$ cat src/rtl/enc8b10b_lanes.sv
// ---------------------------------------------------------------------------
// enc8b10b_lanes
//   Multi-lane 8b/10b encoder using the 802.3 clause 36 code tables. Encodes
//   LANES bytes per clock. Running disparity (RD) chains lane 0 -> LANES-1
//   inside a word and is carried across clocks. Supports idle insertion
//   (K28.5 on every lane), invalid-K flagging and 1- or 2-stage output
//   pipelining.
//
// Parameters
//   LANES      bytes per clock (1..8); lane 0 is transmitted first
//   PIPE       clocks from input sample to dataout (1 or 2)
//
// Ports
//   clk        rising-edge clock
//   reset_n    synchronous reset, active low
//   ena        input word valid / encode enable
//   idle_ins   force K28.5 on every lane; wins over ena
//   kin        per-lane control flag
//   datain     lane i = datain[8i+7:8i] (HGFEDCBA, A = bit 0)
//   rdin       external starting RD (0 = RD-, 1 = RD+)
//   rdforce    lane 0 starts from rdin instead of the internal RD register
//   dataout    lane i = dataout[10i+9:10i]; bit0=a..bit5=i, bit6=f..bit9=j
//   kerr       lane had kin=1 with a byte that is not a legal K code
//   valid      dataout holds a newly encoded word
//   rdout      ending RD of the word on dataout
//   rdcascade  combinational ending RD of the word at the inputs
// ---------------------------------------------------------------------------
module enc8b10b_lanes #(
  parameter int LANES = 2,
  parameter int PIPE  = 1
) (
  input  logic                  clk,
  input  logic                  reset_n,
  input  logic                  ena,
  input  logic                  idle_ins,
  input  logic [LANES-1:0]      kin,
  input  logic [8*LANES-1:0]    datain,
  input  logic                  rdin,
  input  logic                  rdforce,
  output logic [10*LANES-1:0]   dataout,
  output logic [LANES-1:0]      kerr,
  output logic                  valid,
  output logic                  rdout,
  output logic                  rdcascade
);

  if (PIPE != 1 && PIPE != 2) begin : g_bad_pipe
    $error("enc8b10b_lanes: PIPE must be 1 or 2");
  end
  if (LANES < 1 || LANES > 8) begin : g_bad_lanes
    $error("enc8b10b_lanes: LANES must be 1..8");
  end

  typedef struct packed {
    logic [9:0] code;
    logic       rd;
    logic       kerr;
  } lane_enc_t;

  // Encodes one byte from running disparity rd. Table entries hold
  // {RD- code, RD+ code}, written abcdei / fghj with a as the MSB.
  function automatic lane_enc_t encode_lane(input logic k, input logic [7:0] b,
                                            input logic rd);
    logic [4:0]  x;
    logic [2:0]  y;
    logic        k28, k_ok, rd6, a7;
    logic [11:0] t6;
    logic [7:0]  t4;
    logic [5:0]  s6;
    logic [3:0]  s4;
    logic [9:0]  sym;
    lane_enc_t   r;
    r    = '0;
    x    = b[4:0];
    y    = b[7:5];
    k28  = (x == 5'd28);
    k_ok = k && (k28 || (y == 3'd7 &&
           (x == 5'd23 || x == 5'd27 || x == 5'd29 || x == 5'd30)));
    t6 = '0;
    case (x)
      5'd0:  t6 = {6'b100111, 6'b011000};
      5'd1:  t6 = {6'b011101, 6'b100010};
      5'd2:  t6 = {6'b101101, 6'b010010};
      5'd3:  t6 = {6'b110001, 6'b110001};
      5'd4:  t6 = {6'b110101, 6'b001010};
      5'd5:  t6 = {6'b101001, 6'b101001};
      5'd6:  t6 = {6'b011001, 6'b011001};
      5'd7:  t6 = {6'b111000, 6'b000111};
      5'd8:  t6 = {6'b111001, 6'b000110};
      5'd9:  t6 = {6'b100101, 6'b100101};
      5'd10: t6 = {6'b010101, 6'b010101};
      5'd11: t6 = {6'b110100, 6'b110100};
      5'd12: t6 = {6'b001101, 6'b001101};
      5'd13: t6 = {6'b101100, 6'b101100};
      5'd14: t6 = {6'b011100, 6'b011100};
      5'd15: t6 = {6'b010111, 6'b101000};
      5'd16: t6 = {6'b011011, 6'b100100};
      5'd17: t6 = {6'b100011, 6'b100011};
      5'd18: t6 = {6'b010011, 6'b010011};
      5'd19: t6 = {6'b110010, 6'b110010};
      5'd20: t6 = {6'b001011, 6'b001011};
      5'd21: t6 = {6'b101010, 6'b101010};
      5'd22: t6 = {6'b011010, 6'b011010};
      5'd23: t6 = {6'b111010, 6'b000101};
      5'd24: t6 = {6'b110011, 6'b001100};
      5'd25: t6 = {6'b100110, 6'b100110};
      5'd26: t6 = {6'b010110, 6'b010110};
      5'd27: t6 = {6'b110110, 6'b001001};
      5'd28: t6 = {6'b001110, 6'b001110};
      5'd29: t6 = {6'b101110, 6'b010001};
      5'd30: t6 = {6'b011110, 6'b100001};
      5'd31: t6 = {6'b101011, 6'b010100};
      default: t6 = '0;
    endcase
    if (k_ok && k28) t6 = {6'b001111, 6'b110000};
    s6  = rd ? t6[5:0] : t6[11:6];
    rd6 = ($countones(s6) > 3) ? 1'b1 : ($countones(s6) < 3) ? 1'b0 : rd;

    // Alternate D.x.7 avoids a run of five equal bits across the sub-blocks.
    a7 = (y == 3'd7) &&
         ((!rd6 && (x == 5'd17 || x == 5'd18 || x == 5'd20)) ||
          ( rd6 && (x == 5'd11 || x == 5'd13 || x == 5'd14)));
    t4 = '0;
    if (k_ok) begin
      case (y)
        3'd0: t4 = {4'b1011, 4'b0100};
        3'd1: t4 = {4'b0110, 4'b1001};
        3'd2: t4 = {4'b1010, 4'b0101};
        3'd3: t4 = {4'b1100, 4'b0011};
        3'd4: t4 = {4'b1101, 4'b0010};
        3'd5: t4 = {4'b0101, 4'b1010};
        3'd6: t4 = {4'b1001, 4'b0110};
        3'd7: t4 = {4'b0111, 4'b1000};
        default: t4 = '0;
      endcase
    end else if (a7) begin
      t4 = {4'b0111, 4'b1000};
    end else begin
      case (y)
        3'd0: t4 = {4'b1011, 4'b0100};
        3'd1: t4 = {4'b1001, 4'b1001};
        3'd2: t4 = {4'b0101, 4'b0101};
        3'd3: t4 = {4'b1100, 4'b0011};
        3'd4: t4 = {4'b1101, 4'b0010};
        3'd5: t4 = {4'b1010, 4'b1010};
        3'd6: t4 = {4'b0110, 4'b0110};
        3'd7: t4 = {4'b1110, 4'b0001};
        default: t4 = '0;
      endcase
    end
    s4   = rd6 ? t4[3:0] : t4[7:4];
    r.rd = ($countones(s4) > 2) ? 1'b1 : ($countones(s4) < 2) ? 1'b0 : rd6;

    // Symbol is held a-first; dataout wants a in bit 0.
    sym = {s6, s4};
    for (int j = 0; j < 10; j++) r.code[j] = sym[9-j];
    r.kerr = k && !k_ok;
    return r;
  endfunction

  logic                 accept;
  logic                 rd_q, rd_d, rd_run;
  lane_enc_t            lane_r;
  logic [10*LANES-1:0]  enc_code;
  logic [LANES-1:0]     enc_kerr;
  logic [10*LANES-1:0]  s1_code_q;
  logic [LANES-1:0]     s1_kerr_q;
  logic                 s1_valid_q, s1_rd_q;

  assign accept = ena | idle_ins;

  // NOTE: every variable gets a default at the top so no path leaves one
  // unassigned, which would otherwise infer a latch.
  always_comb begin
    rd_run   = rdforce ? rdin : rd_q;
    lane_r   = '0;
    enc_code = '0;
    enc_kerr = '0;
    for (int i = 0; i < LANES; i++) begin
      lane_r = encode_lane(kin[i] | idle_ins,
                           idle_ins ? 8'hBC : datain[8*i +: 8], rd_run);
      enc_code[10*i +: 10] = lane_r.code;
      enc_kerr[i]          = lane_r.kerr;
      rd_run               = lane_r.rd;
    end
    rd_d = accept ? rd_run : rd_q;
  end

  assign rdcascade = rd_run;

  // NOTE: non-blocking assignments so every register samples pre-edge values.
  // The pipeline registers are reset along with the RD register so a reset
  // mid-stream discards in-flight words instead of replaying stale codes.
  always_ff @(posedge clk) begin
    if (!reset_n) begin
      rd_q       <= 1'b0;
      s1_code_q  <= '0;
      s1_kerr_q  <= '0;
      s1_valid_q <= 1'b0;
      s1_rd_q    <= 1'b0;
    end else begin
      rd_q       <= rd_d;
      s1_valid_q <= accept;
      if (accept) begin
        s1_code_q <= enc_code;
        s1_kerr_q <= enc_kerr;
        s1_rd_q   <= rd_run;
      end
    end
  end

  if (PIPE == 2) begin : g_pipe2
    logic [10*LANES-1:0] s2_code_q;
    logic [LANES-1:0]    s2_kerr_q;
    logic                s2_valid_q, s2_rd_q;

    always_ff @(posedge clk) begin
      if (!reset_n) begin
        s2_code_q  <= '0;
        s2_kerr_q  <= '0;
        s2_valid_q <= 1'b0;
        s2_rd_q    <= 1'b0;
      end else begin
        s2_valid_q <= s1_valid_q;
        if (s1_valid_q) begin
          s2_code_q <= s1_code_q;
          s2_kerr_q <= s1_kerr_q;
          s2_rd_q   <= s1_rd_q;
        end
      end
    end

    assign dataout = s2_code_q;
    assign kerr    = s2_kerr_q;
    assign valid   = s2_valid_q;
    assign rdout   = s2_rd_q;
  end else begin : g_pipe1
    assign dataout = s1_code_q;
    assign kerr    = s1_kerr_q;
    assign valid   = s1_valid_q;
    assign rdout   = s1_rd_q;
  end

endmodule

$ cat config.mk
export PLATFORM = sky130hd
export DESIGN_NAME = enc8b10b_lanes
export DESIGN_NICKNAME = d
export VERILOG_FILES = /design/src/rtl/enc8b10b_lanes.sv
export SDC_FILE = /design/constraint.sdc
export NUM_CORES = 1
export LEC_CHECK = 0
export CORE_ASPECT_RATIO = 1.5
export CORE_MARGIN = 2
export CORE_UTILIZATION = 40
export CTS_BUF_LIST = sky130_fd_sc_hd__clkbuf_2
export DETAILED_ROUTE_END_ITERATION = 8
export HOLD_SLACK_MARGIN = 0.03
export PLACE_DENSITY = 0.65
export SLEW_MARGIN = 20
export SYNTH_ARGS = -nofsm -noshare
export SYNTH_HDL_FRONTEND = slang
export SYNTH_SLANG_ARGS = --single-unit
$ cat constraint.sdc
create_clock -name clk -period 31.5 [get_ports clk]
set_clock_uncertainty 0.05 [all_clocks]
set_input_delay 3.15 -clock clk [delete_from_list [all_inputs] [get_ports clk]]
set_output_delay 3.15 -clock clk [all_outputs]
set_load 0.005 [all_outputs]
# Word-level counts from Yosys, hierarchy flattened
# Memory sizes are Yosys's and may differ from the RTL's.
# Index checks and enable logic that the tools add are counted.
# Widths: inputs -> output; s select.
# op_classes
n_lt_le_gt_ge	8
reduce_logical	36
n_addsub	16
div	0
mul	0
n_shift	0
eq_ne	24
muxes	21
n_bitwise	3
# op_table
op	count
$gt 32x3->1 const B	4
$eq 5x5->1 const B	16
$mux 8	6
$eq 5x4->1 const B	6
$mux 12	2
$add 1x1->2	10
$logic_or 1x1->1	18
$logic_and 1x1->1	14
$add 2x2->3	4
$mux 6	2
$mux 1	9
$add 3x2->4	2
$lt 4x2->1 const B	2
$mux 4	2
$eq 3x3->1 const B	2
$lt 3x2->1 const B	2
$logic_not 1->1	4
$or 1x1->1	3
# word_totals
n_memories	6
elab_cells	118
ram_bits	0
out_inout_bits	25
input_bits	24
reg_bits	24
mem_bits_ro	1024
latchBits	0
# mem_list
memory	depth	word_bits	read_ports	rd_clocked_by_memory_dff	wr	line	rtl
(no name shown)	32	12	1	0	0	80	case (x)
(no name shown)	32	12	1	0	0	80	
(no name shown)	8	8	1	0	0	125	case (y)
(no name shown)	8	8	1	0	0	139	case (y)
(no name shown)	8	8	1	0	0	125	
(no name shown)	8	8	1	0	0	139	

# Depth between registers and ports, before layout
# Gate-level depths: netlist of run 1.
# logic_depth
word_depth	48
mapped_depth	50
depth_no_buf	45

# Least setup slack after synthesis of run 1
# OpenSTA, ideal clock, no wires.
# synth_timing
path_kind	input port to output port
startpoint	in idle_ins
endpoint	out rdcascade
t_required_ns	28.300
path_stages	45
n_path_buf	5
path_slack_ns	15.482
t_arrival_ns	12.818
path_cell_list	buf_4 buf_4 inv_2 buf_2 nand2_1 inv_1 ha_1 clkbuf_1 inv_1 o31a_1 a31oi_1 nor2_1 fa_1 fa_1 ha_1 fa_1 nand2_1 o21bai_2 [... 9 more ...] buf_2 nand2_1 o22ai_1 fa_1 fa_1 inv_1 ha_1 fa_1 nand2_1 nor2_1 a21oi_2 or2_2 o22ai_1 fa_1 inv_1 ha_1 ha_1 a31oi_1
# synth_via
elab_cells_between_ends	108
classes_between	add/sub (16); order compare (8); eq/ne (24); mux (20); bitwise (2); reduce/logical (32); memory (6)
# synth_rtl
item	line	rtl
from (decl)	35	input logic idle_ins,
$mux 8	181	idle_ins ? 8'hBC : datain[8*i +: 8], rd_run);
$eq 5x5->1	78	(x == 5'd23 || x == 5'd27 || x == 5'd29 || x == 5'd30)));
$logic_or 1x1->1 (3 in a row)	78	
$logic_and 1x1->1	77	k_ok = k && (k28 || (y == 3'd7 &&
$logic_or 1x1->1	77	
$logic_and 1x1->1	77	
$logic_and 1x1->1	115	if (k_ok && k28) t6 = {6'b001111, 6'b110000};
$mux 12 *	115	
[... 1 more ...]	--	
net enc_code[1]	164	logic [10*LANES-1:0] enc_code;
[... 2 more ...]	--	
parallel branches: the longest is 2 deep, another holds $gt 32x3->1	--	
$mux 1 *	117	rd6 = ($countones(s6) > 3) ? 1'b1 : ($countones(s6) < 3) ? 1'b0 : rd;
parallel branches: the longest is 11 deep, another holds $gt 32x3->1	--	
$mux 1 *	152	r.rd = ($countones(s4) > 2) ? 1'b1 : ($countones(s4) < 2) ? 1'b0 : rd6;
parallel branches: the longest is 6 deep, another holds $gt 32x3->1	--	
$mux 1 *	117	
parallel branches: the longest is 11 deep, another holds $gt 32x3->1	--	
$mux 1 *	152	
to (decl)	44	output logic rdcascade
# Mark *: on every way through the listed nets, which the timed path passes.

# Worst setup path in the final report of run 1
# Same ends and word-level chain as after synthesis.

==> summary.md, run 1 <==
| Metric | Value |
|---|---|
| Hold EP | `kerr[0]` |
| Syn Inst Count | `570` |
| Post-CTS Setup Repair Bufs | `0` |
| Final WS setup | `13170 ps` |
| # IOs | `49` |
| Area Overhead vs Synth | `10.9%` |
| Critical Path Fanout Max | `76` |
| Pre-CTS WS | `13240 ps` |
| Vias in the first global route | `4158` |
| Layout cell share with drive strength beyond 1 | `0.0681` |
| Adder-Cell Fraction of Synth Area | `0.0919` |
| Post_cts resized | `0` |
| Reg2reg end | `rd_q` |
| Setup TNS | `0 ps` |
| Seq/Total Area, Yosys | `0.123` |
| Fillers | `1005` |
| TritonCTS clock tree | `done` |
| Max-slew headroom | `0.502` |
| Clk_lat worst skew | `350 ps` |
| Max-cap viol count | `0` |
| H-tree depth | `1` |
| Highest Clock Rate | `0.0546 GHz` |
| Reg clk slew, reported paths | `240 ps` |
| Post-synth net total | `618` |
| Largest net degree at the start of global routing | `77` |
| Hpwl dp | `8880 um` |
| Period utilisation layout | `0.582` |
| DR vias | `4408` |
| Max incr delay on CP | `580 ps` |
| Die Y | `125 um` |
| XOR/XNOR Fraction of Synth Area | `0.00893` |
| Fin nets | `623` |
| Netlist cell types | `79` |
| Vias/cell | `6.40` |
| Critical Path Source Type | `primary input` |
| Gpl congestion | `0.927` |
| Commonest cells after routing, fill and taps aside | `nand2_1 (60), a21oi_1 (48), nor2_1 (47), clkdlybuf4s50_1 (47), o21ai_0 (41)` |
| Site row count | `44` |
| WL per Instance | `17.5 um` |
| Synth Cell Area | `3920 um2` |
| DRC Markers | `0` |
| Crit. End Element | `output pin` |
| Yosys reg bits | `24` |
| EDFF count, synth | `0` |
| Synth Area in Compound Gates | `0.392` |
| Inserted Clock Buffers | `3` |
| Clock sink total | `24` |
| Min-delay src | `kerr[0]` |
| Die footprint | `10600 um2` |
| First DRT Iteration DRCs | `340` |
| Clk buf depth | `2` |
| Final Slew Violations | `0` |
| Most common cell after layout, fill and taps aside | `nand2_1` |
| Synth async-reset ratio | `0` |
| Register Area | `480 um2` |
| First-pass GRT wire length | `19900 um` |
| Pre-Repair DR Iteration Count | `5` |
| Critical Path RT | `28300 ps` |
| Antenna Nets Post-Route | `0` |
| # hold bufs at CTS | `0` |
| Grt ovf | `0` |
| Crit path kind | `in2out` |
| Least-Margin Pin Slew | `747 ps` |
| CTS Root Cell | `clkbuf_2` |
| Placed Cells | `685` |
| Initial Util | `0.407` |
| Crit path DAT | `15130 ps` |
| Period minus WS final | `18330 ps` |
| Synth Area in Simple Gates | `0.259` |
| Flop-to-flop setup slack | `21350 ps` |
| Core area | `9630 um2` |
| Main synth FF type | `dfxtp_1` |
| Layout Cells excl Fill | `689` |
| Multiplexer share of the synthesized area | `0.0313` |
| Final wirelength | `12100 um` |
| Most numerous cell on the critical path | `fa_1` |
| Slowest cell on crit path | `buf_4` |
| WHS Path Cells | `2` |
| PortBufs | `48` |
| Unrepaired setup endpoints after global routing | `no` |
| Synth Area per Inst | `6.88 um2` |
| Initial antenna violation count | `1` |
| Combined area of the multi-input logic cells | `3070 um2` |
| Class of the worst hold path | `reg2reg` |
| RR Startpoint | `rd_q` |
| Synth warnings | `0` |
| Final hold vios | `0` |
| Die width | `84.8 um` |
| Final setup violation count | `0` |
| Largest family of logic cells by synthesized area | `compound AO/OA/AOI/OAI gates` |
| Status | `finished clean` |
| Gr usage total | `0.223` |
| Reg2reg path depth | `37` |
[logic make-up (layout without fill, tap and decap cells)]
logic type      after synthesis  count (layout)
compound gates              220             220
simple gates                205             205
buf+inv                      82              85
fa+ha+maj                    24              24
flops                        24              24
mux                          11              11
xor+xnor                      4               4
other cells                   0               1
[metal layers]
metal,GRT usage,up-vias,part of all wire
met1,0.264,2052,0.38
met3,0.0125,36,0.056
met5,0,-,0
met2,0.407,213,0.53
met4,0.0990,0,0.035
li1,-,2107,-
[worst max-delay path: cells and delay by family]
| family | cells | cell delay [ps] |
|---|---|---|
| adders and majority gates | 15 | 5740 |
| buffers and inverters | 7 | 1700 |
| muxes | 1 | 320 |
| and+or+nand+nor | 13 | 2570 |
| AOI/OAI and AO/OA | 8 | 1610 |
[metrics by stage]
step	hold slack, ps	cell area [um2]	utilization
final	428	4350	0.452
after global routing	456	4350	0.452
after CTS	433	4350	0.451
after detailed placement	402	4330	0.450
after global placement	399	4330	0.450
after floorplan	398	3920	-
[cell type report]
| class | instances | area share |
|---|---|---|
| inverters | 25 | 0.0216 |
| clock buffers | 3 | 0.00345 |
| flip-flops and latches | 24 | 0.110 |
| repair buffers | 57 | 0.125 |
| well taps | 115 | 0.0331 |
| multi-input cells | 464 | 0.706 |
| diodes | 1 | 0.000575 |
[registers in the layout, indices dropped and copies added (netlist names)]
register and flops:
dataout 20, kerr 2, rd_q 1, valid 1
[worst max-delay path by stage]
stage,depth (start not counted),slack (ps),to,startpoint
2_1_floorplan,45,15480,rdcascade,idle_ins
3_3_place_gp,44,13600,rdcascade,idle_ins
3_5_place_dp,44,13240,rdcascade,idle_ins
4_1_cts,44,13230,rdcascade,idle_ins
5_1_grt,45,12310,rdcascade,idle_ins
6_report,44,13170,rdcascade,idle_ins
[synth_stat cells, types with 12 or more instances]
cell	number	area, um2
buf_2	27	135
ha_1	16	200
nand2_1	60	225
dfxtp_1	24	480
a211oi_1	12	90.1
o21ai_0	41	205
inv_1	24	90.1
nand2b_1	16	100
a21oi_1	48	240
nor3_1	16	80.1
clkbuf_1	23	86.3
nand3_1	17	85.1
a31oi_1	15	93.8
nor2_1	47	176
Power of run 1 is not shown: default switching activity piles up to over one toggle a cycle in this logic, so the estimate is an artifact.
==> run 2, diff against run 1 <==
- clock period: 31.5 -> 17 ns (I/O delays scaled with it)
==> run 2 against run 1 <==
Sequential share of layout area increased by 0.057 points; first-iteration DRC count decreased by 15%; die area unchanged; utilization decreased by 0.23 points; critical path type unchanged; largest cell class unchanged.
==> summary.md, run 2 (synthesized netlist as in run 1, its figures left out) <==
| Metric | Value |
|---|---|
| Final Slew Violations | `0 (unchanged)` |
| Layout cell share with drive strength beyond 1 | `0.0632 (-0.00490)` |
| DRC Markers | `0 (unchanged)` |
| Min-delay src | `dataout[16]` |
| Clk buf depth | `2 (unchanged)` |
| Highest Clock Rate | `0.0662 GHz` |
| First DRT Iteration DRCs | `288 (-15%)` |
| Reg2reg path depth | `37 (unchanged)` |
| # hold bufs at CTS | `0 (unchanged)` |
| Reg2reg end | `rd_q` |
| Max-cap viol count | `0 (unchanged)` |
| Reg clk slew, reported paths | `240 ps (about the same)` |
| Initial antenna violation count | `1 (unchanged)` |
| Crit path kind | `in2out` |
| Final setup violation count | `0 (unchanged)` |
| Crit. End Element | `output pin` |
| Site row count | `44 (unchanged)` |
| Post_cts resized | `0 (unchanged)` |
| Pre-Repair DR Iteration Count | `5 (unchanged)` |
| Layout Cells excl Fill | `686 (-0.44%)` |
| WL per Instance | `18.0 um (+2.9%)` |
| Crit path DAT | `13360 ps (-1770 ps)` |
| Hpwl dp | `9110 um (+2.7%)` |
| Antenna Nets Post-Route | `0 (unchanged)` |
| Inserted Clock Buffers | `3 (unchanged)` |
| Combined area of the multi-input logic cells | `3070 um2 (unchanged)` |
| Class of the worst hold path | `reg2reg` |
| Initial Util | `0.407 (unchanged)` |
| Die footprint | `10600 um2 (unchanged)` |
| Unrepaired setup endpoints after global routing | `no` |
| Commonest cells after routing, fill and taps aside | `nand2_1 (60), a21oi_1 (48), nor2_1 (47), clkdlybuf4s50_1 (47), o21ai_0 (41)` |
| Slowest cell on crit path | `buf_4` |
| Gpl congestion | `0.953 (+2.8%)` |
| Core area | `9630 um2 (unchanged)` |
| Critical Path RT | `15250 ps (-13050 ps)` |
| Die Y | `125 um (unchanged)` |
| First-pass GRT wire length | `20200 um (+1.4%)` |
| # IOs | `49 (unchanged)` |
| Max FFs per register | `20 (unchanged)` |
| Grt ovf | `0 (unchanged)` |
| DR vias | `4367 (-0.93%)` |
| Fin nets | `620 (-0.48%)` |
| Hold EP | `dataout[16]` |
| H-tree depth | `1 (unchanged)` |
| Most numerous cell on the critical path | `fa_1` |
| Die width | `84.8 um (unchanged)` |
| Least-Margin Pin Slew | `961 ps (+214 ps)` |
| Critical Path Source Type | `primary input` |
| Vias in the first global route | `4135 (-0.55%)` |
| CTS Root Cell | `clkbuf_2` |
| Placed Cells | `682 (-0.44%)` |
| Clock sink total | `24 (unchanged)` |
| Gr usage total | `0.225 (+0.00233)` |
| Period minus WS final | `15110 ps` |
| RR Startpoint | `rd_q` |
| Most common cell after layout, fill and taps aside | `nand2_1` |
| Final wirelength | `12400 um (+2.4%)` |
| Post-CTS Setup Repair Bufs | `0 (unchanged)` |
| Area Overhead vs Synth | `10.4%` |
| Period utilisation layout | `0.889` |
| Register Area | `480 um2 (unchanged)` |
| TritonCTS clock tree | `done` |
| Max incr delay on CP | `600 ps (+20 ps)` |
| Flop-to-flop setup slack | `6790 ps (-14560 ps)` |
| Vias/cell | `6.37 (-0.50%)` |
| Largest net degree at the start of global routing | `76 (-1.3%)` |
| Status | `finished clean` |
| Setup TNS | `0 ps (unchanged)` |
| Critical Path Fanout Max | `75 (-1.3%)` |
| Fillers | `1011 (+0.60%)` |
| Clk_lat worst skew | `340 ps (about the same)` |
| Max-slew headroom | `0.357 (-0.145)` |
| Final hold vios | `0 (unchanged)` |
| WHS Path Cells | `2 (unchanged)` |
| PortBufs | `48 (unchanged)` |
==> run 2: changes by cell type in the layout (fill, tap and decap cells not counted), sizes merged <==
cell / previous run / this run
buf: 10 / 7
==> run 2: worst max-delay path by stage <==
stage,start,end,slack [ps],cells past startpoint
floorplan,idle_ins,rdcascade,3880,45
global placement,idle_ins,rdcascade,2180,43
detailed placement,idle_ins,rdcascade,1980,43
CTS,idle_ins,rdcascade,1950,44
global route,idle_ins,rdcascade,1020,45
finish,idle_ins,rdcascade,1890,43
==> run 2: layout make-up <==
cell class	instances	area share
diodes	1	0.000578
inverters	25	0.0217
multi-input cells	464	0.710
well taps	115	0.0332
flip-flops and latches	24	0.111
clock buffers	3	0.00347
repair buffers	54	0.120
==> run 2: metal layers <==
metal / track usage / part of all wire
met4: 0.0840 / 0.034
met1: 0.268 / 0.39
met3: 0.00924 / 0.045
met2: 0.420 / 0.53
met5: 0 / 0
==> run 2: per-stage QoR <==
stage,instance area (um2),hold WS (ps),utilization,worst slack [ps]
after floorplan,3920,398,-,3880
after global placement,4310,398,0.447,2180
after detailed placement,4310,405,0.447,1980
after CTS,4330,432,0.449,1950
after global routing,4330,455,0.449,1020
final,4330,426,0.449,1890
==> run 2: worst max-delay path: cells and delay by family <==
family / cells / cell delay, ps
AOI/OAI and AO/OA: 8 / 1580
adders and majority gates: 15 / 5730
buffers and inverters: 6 / 1390
muxes: 1 / 320
and+or+nand+nor: 13 / 2610
Power of run 2 is left out for the same reason.
==> run 3, diff against run 2 <==
--- a/config.mk
+++ b/config.mk
@@ -13,2 +13,3 @@
 export HOLD_SLACK_MARGIN = 0.03
+export MAX_ROUTING_LAYER = met4
 export PLACE_DENSITY = 0.65
==> constraint.sdc (replaced) <==
create_clock -name clk -period 17.7 [get_ports clk]
set_clock_uncertainty 0.05 [all_clocks]
set_input_delay 1.77 -clock clk [delete_from_list [all_inputs] [get_ports clk]]
set_output_delay 1.77 -clock clk [all_outputs]
set_load 0.05 [all_outputs]
==> run 3 against run 2 <==
Global-route usage is 0.44 points higher; first-iteration DRC count grew 3.1%; final area rose by 0.12%; critical endpoint unchanged; largest cell class unchanged; critical path type unchanged; hold slack lost 2.2 ps; highest routed layer unchanged; critical path depth shrank 1; non-clock buffer count increased by 1.
==> summary.md, run 3 (synthesized netlist as in run 1, its figures left out) <==
| Metric | Value |
|---|---|
| Site row count | `44 (unchanged)` |
| Clock sink total | `24 (unchanged)` |
| Most numerous cell on the critical path | `fa_1` |
| First DRT Iteration DRCs | `297 (+3.1%)` |
| Status | `finished clean` |
| Initial Util | `0.407 (unchanged)` |
| Die Y | `125 um (unchanged)` |
| Finished Cell Area | `4330 um2 (+0.12%)` |
| Crit path launch | `datain[2]` |
| Least-Margin Pin Slew | `901 ps (-60.4 ps)` |
| CTS Root Cell | `clkbuf_2` |
| Unrepaired setup endpoints after global routing | `no` |
| Slowest cell on crit path | `clkdlybuf4s50_1` |
| Setup TNS | `0 ps (unchanged)` |
| Vias/cell | `6.37 (+0.14%)` |
| Class of the worst hold path | `reg2reg` |
| Final wirelength | `12200 um (-1.3%)` |
| Fin util | `0.450 (+0.000519)` |
| Antenna Nets Post-Route | `0 (unchanged)` |
| Crit path kind | `in2out` |
| # hold bufs at CTS | `0 (unchanged)` |
| Clk buf depth | `2 (unchanged)` |
| Crit. End Element | `output pin` |
| RR Startpoint | `rd_q` |
| Final Slew Violations | `0 (unchanged)` |
| Hpwl dp | `8990 um (-1.3%)` |
| Layout Cells excl Fill | `686 (unchanged)` |
| Crit path DAT | `13870 ps (+510 ps)` |
| Die width | `84.8 um (unchanged)` |
| Grt ovf | `0 (unchanged)` |
| Final setup violation count | `0 (unchanged)` |
| Critical Path Fanout Max | `23 (-69%)` |
| Fin nets | `621 (+0.16%)` |
| Critical Path Source Type | `primary input` |
| ANT cells | `0 (-1)` |
| DR vias | `4373 (+0.14%)` |
| Post_cts resized | `0 (unchanged)` |
| Highest Clock Rate | `0.0637 GHz` |
| Gpl congestion | `0.941 (-1.3%)` |
| Initial antenna violation count | `0 (-1)` |
| Vias in the first global route | `3994 (-3.4%)` |
| PortBufs | `48 (unchanged)` |
| Max incr delay on CP | `850 ps (+250 ps)` |
| DRC Markers | `0 (unchanged)` |
| Clk_lat worst skew | `370 ps (+30 ps)` |
| Gr usage total | `0.230 (+0.00437)` |
| Min-delay src | `kerr[0]` |
| Critical Path RT | `15880 ps (+630 ps)` |
| Most common cell after layout, fill and taps aside | `nand2_1` |
| Placed Cells | `683 (+0.15%)` |
| Period minus WS final | `15690 ps` |
| Cell Area, Placed | `4320 um2 (+0.17%)` |
| WL per Instance | `17.8 um (-1.3%)` |
| Max-cap viol count | `0 (unchanged)` |
| Die footprint | `10600 um2 (unchanged)` |
| Commonest cells after routing, fill and taps aside | `nand2_1 (60), a21oi_1 (48), nor2_1 (47), clkdlybuf4s50_1 (47), o21ai_0 (41)` |
| Area Overhead vs Synth | `10.5%` |
| Largest net degree at the start of global routing | `76 (unchanged)` |
| Core area | `9630 um2 (unchanged)` |
| Inserted Clock Buffers | `3 (unchanged)` |
| Layout cell share with drive strength beyond 1 | `0.0648 (+0.00164)` |
| Max-slew headroom | `0.398 (+0.0404)` |
| Final hold vios | `0 (unchanged)` |
| First-pass GRT wire length | `19800 um (-1.7%)` |
| Post-CTS Setup Repair Bufs | `0 (unchanged)` |
| Max FFs per register | `20 (unchanged)` |
| Reg clk slew, reported paths | `220 ps (-20 ps)` |
| Period utilisation layout | `0.886` |
| TritonCTS clock tree | `done` |
| Pre-Repair DR Iteration Count | `5 (unchanged)` |
| H-tree depth | `1 (unchanged)` |
| # IOs | `49 (unchanged)` |
==> run 3: cell count changes in the layout (fill, tap and decap cells not counted), sizes merged <==
cell   previous run  this run
buf               7         8
diode             1         0
==> run 3: layer usage <==
metal | track usage | wire length [um] | vias to the layer above | part of all wire
met5 | - | 0 | - | 0
met1 | 0.265 | 4690 | 2021 | 0.38
met4 | 0.0990 | 467 | 0 | 0.038
li1 | - | - | 2095 | -
met3 | 0.0139 | 623 | 41 | 0.051
met2 | 0.405 | 6430 | 216 | 0.53
==> run 3: worst max-delay path: cells and delay by family <==
family                   cells  cell delay [ps]
AO/OA/AOI/OAI               10             2220
adder cells (fa/ha/maj)     14             5190
buffers and inverters        6             2270
AND/OR/NAND/NOR             12             2420
==> run 3: stage by stage <==
step | hold slack (ps) | worst slack (ps)
finish | 424 | 2010
global route | 439 | 1200
CTS | 428 | 2160
detailed placement | 402 | 2180
global placement | 400 | 2330
floorplan | 617 | 3800
==> run 3: worst paths after layout <==
kind	slack, ps	end	cells after the start
setup / recovery	2010	rdcascade	42
setup reg to reg	7500	rd_q	37
hold / removal	420	kerr[0]	2
hold reg to reg	420	kerr[0]	2
==> run 3: layout make-up <==
type / instances / area (um2)
sequential: 24 / 480
clock buffer: 3 / 15.0
multi-input combinational: 464 / 3070
timing repair buffer: 55 / 528
tap: 115 / 144
fill: 987 / 5300
inverter: 25 / 93.8
Power of run 3 is left out for the same reason.
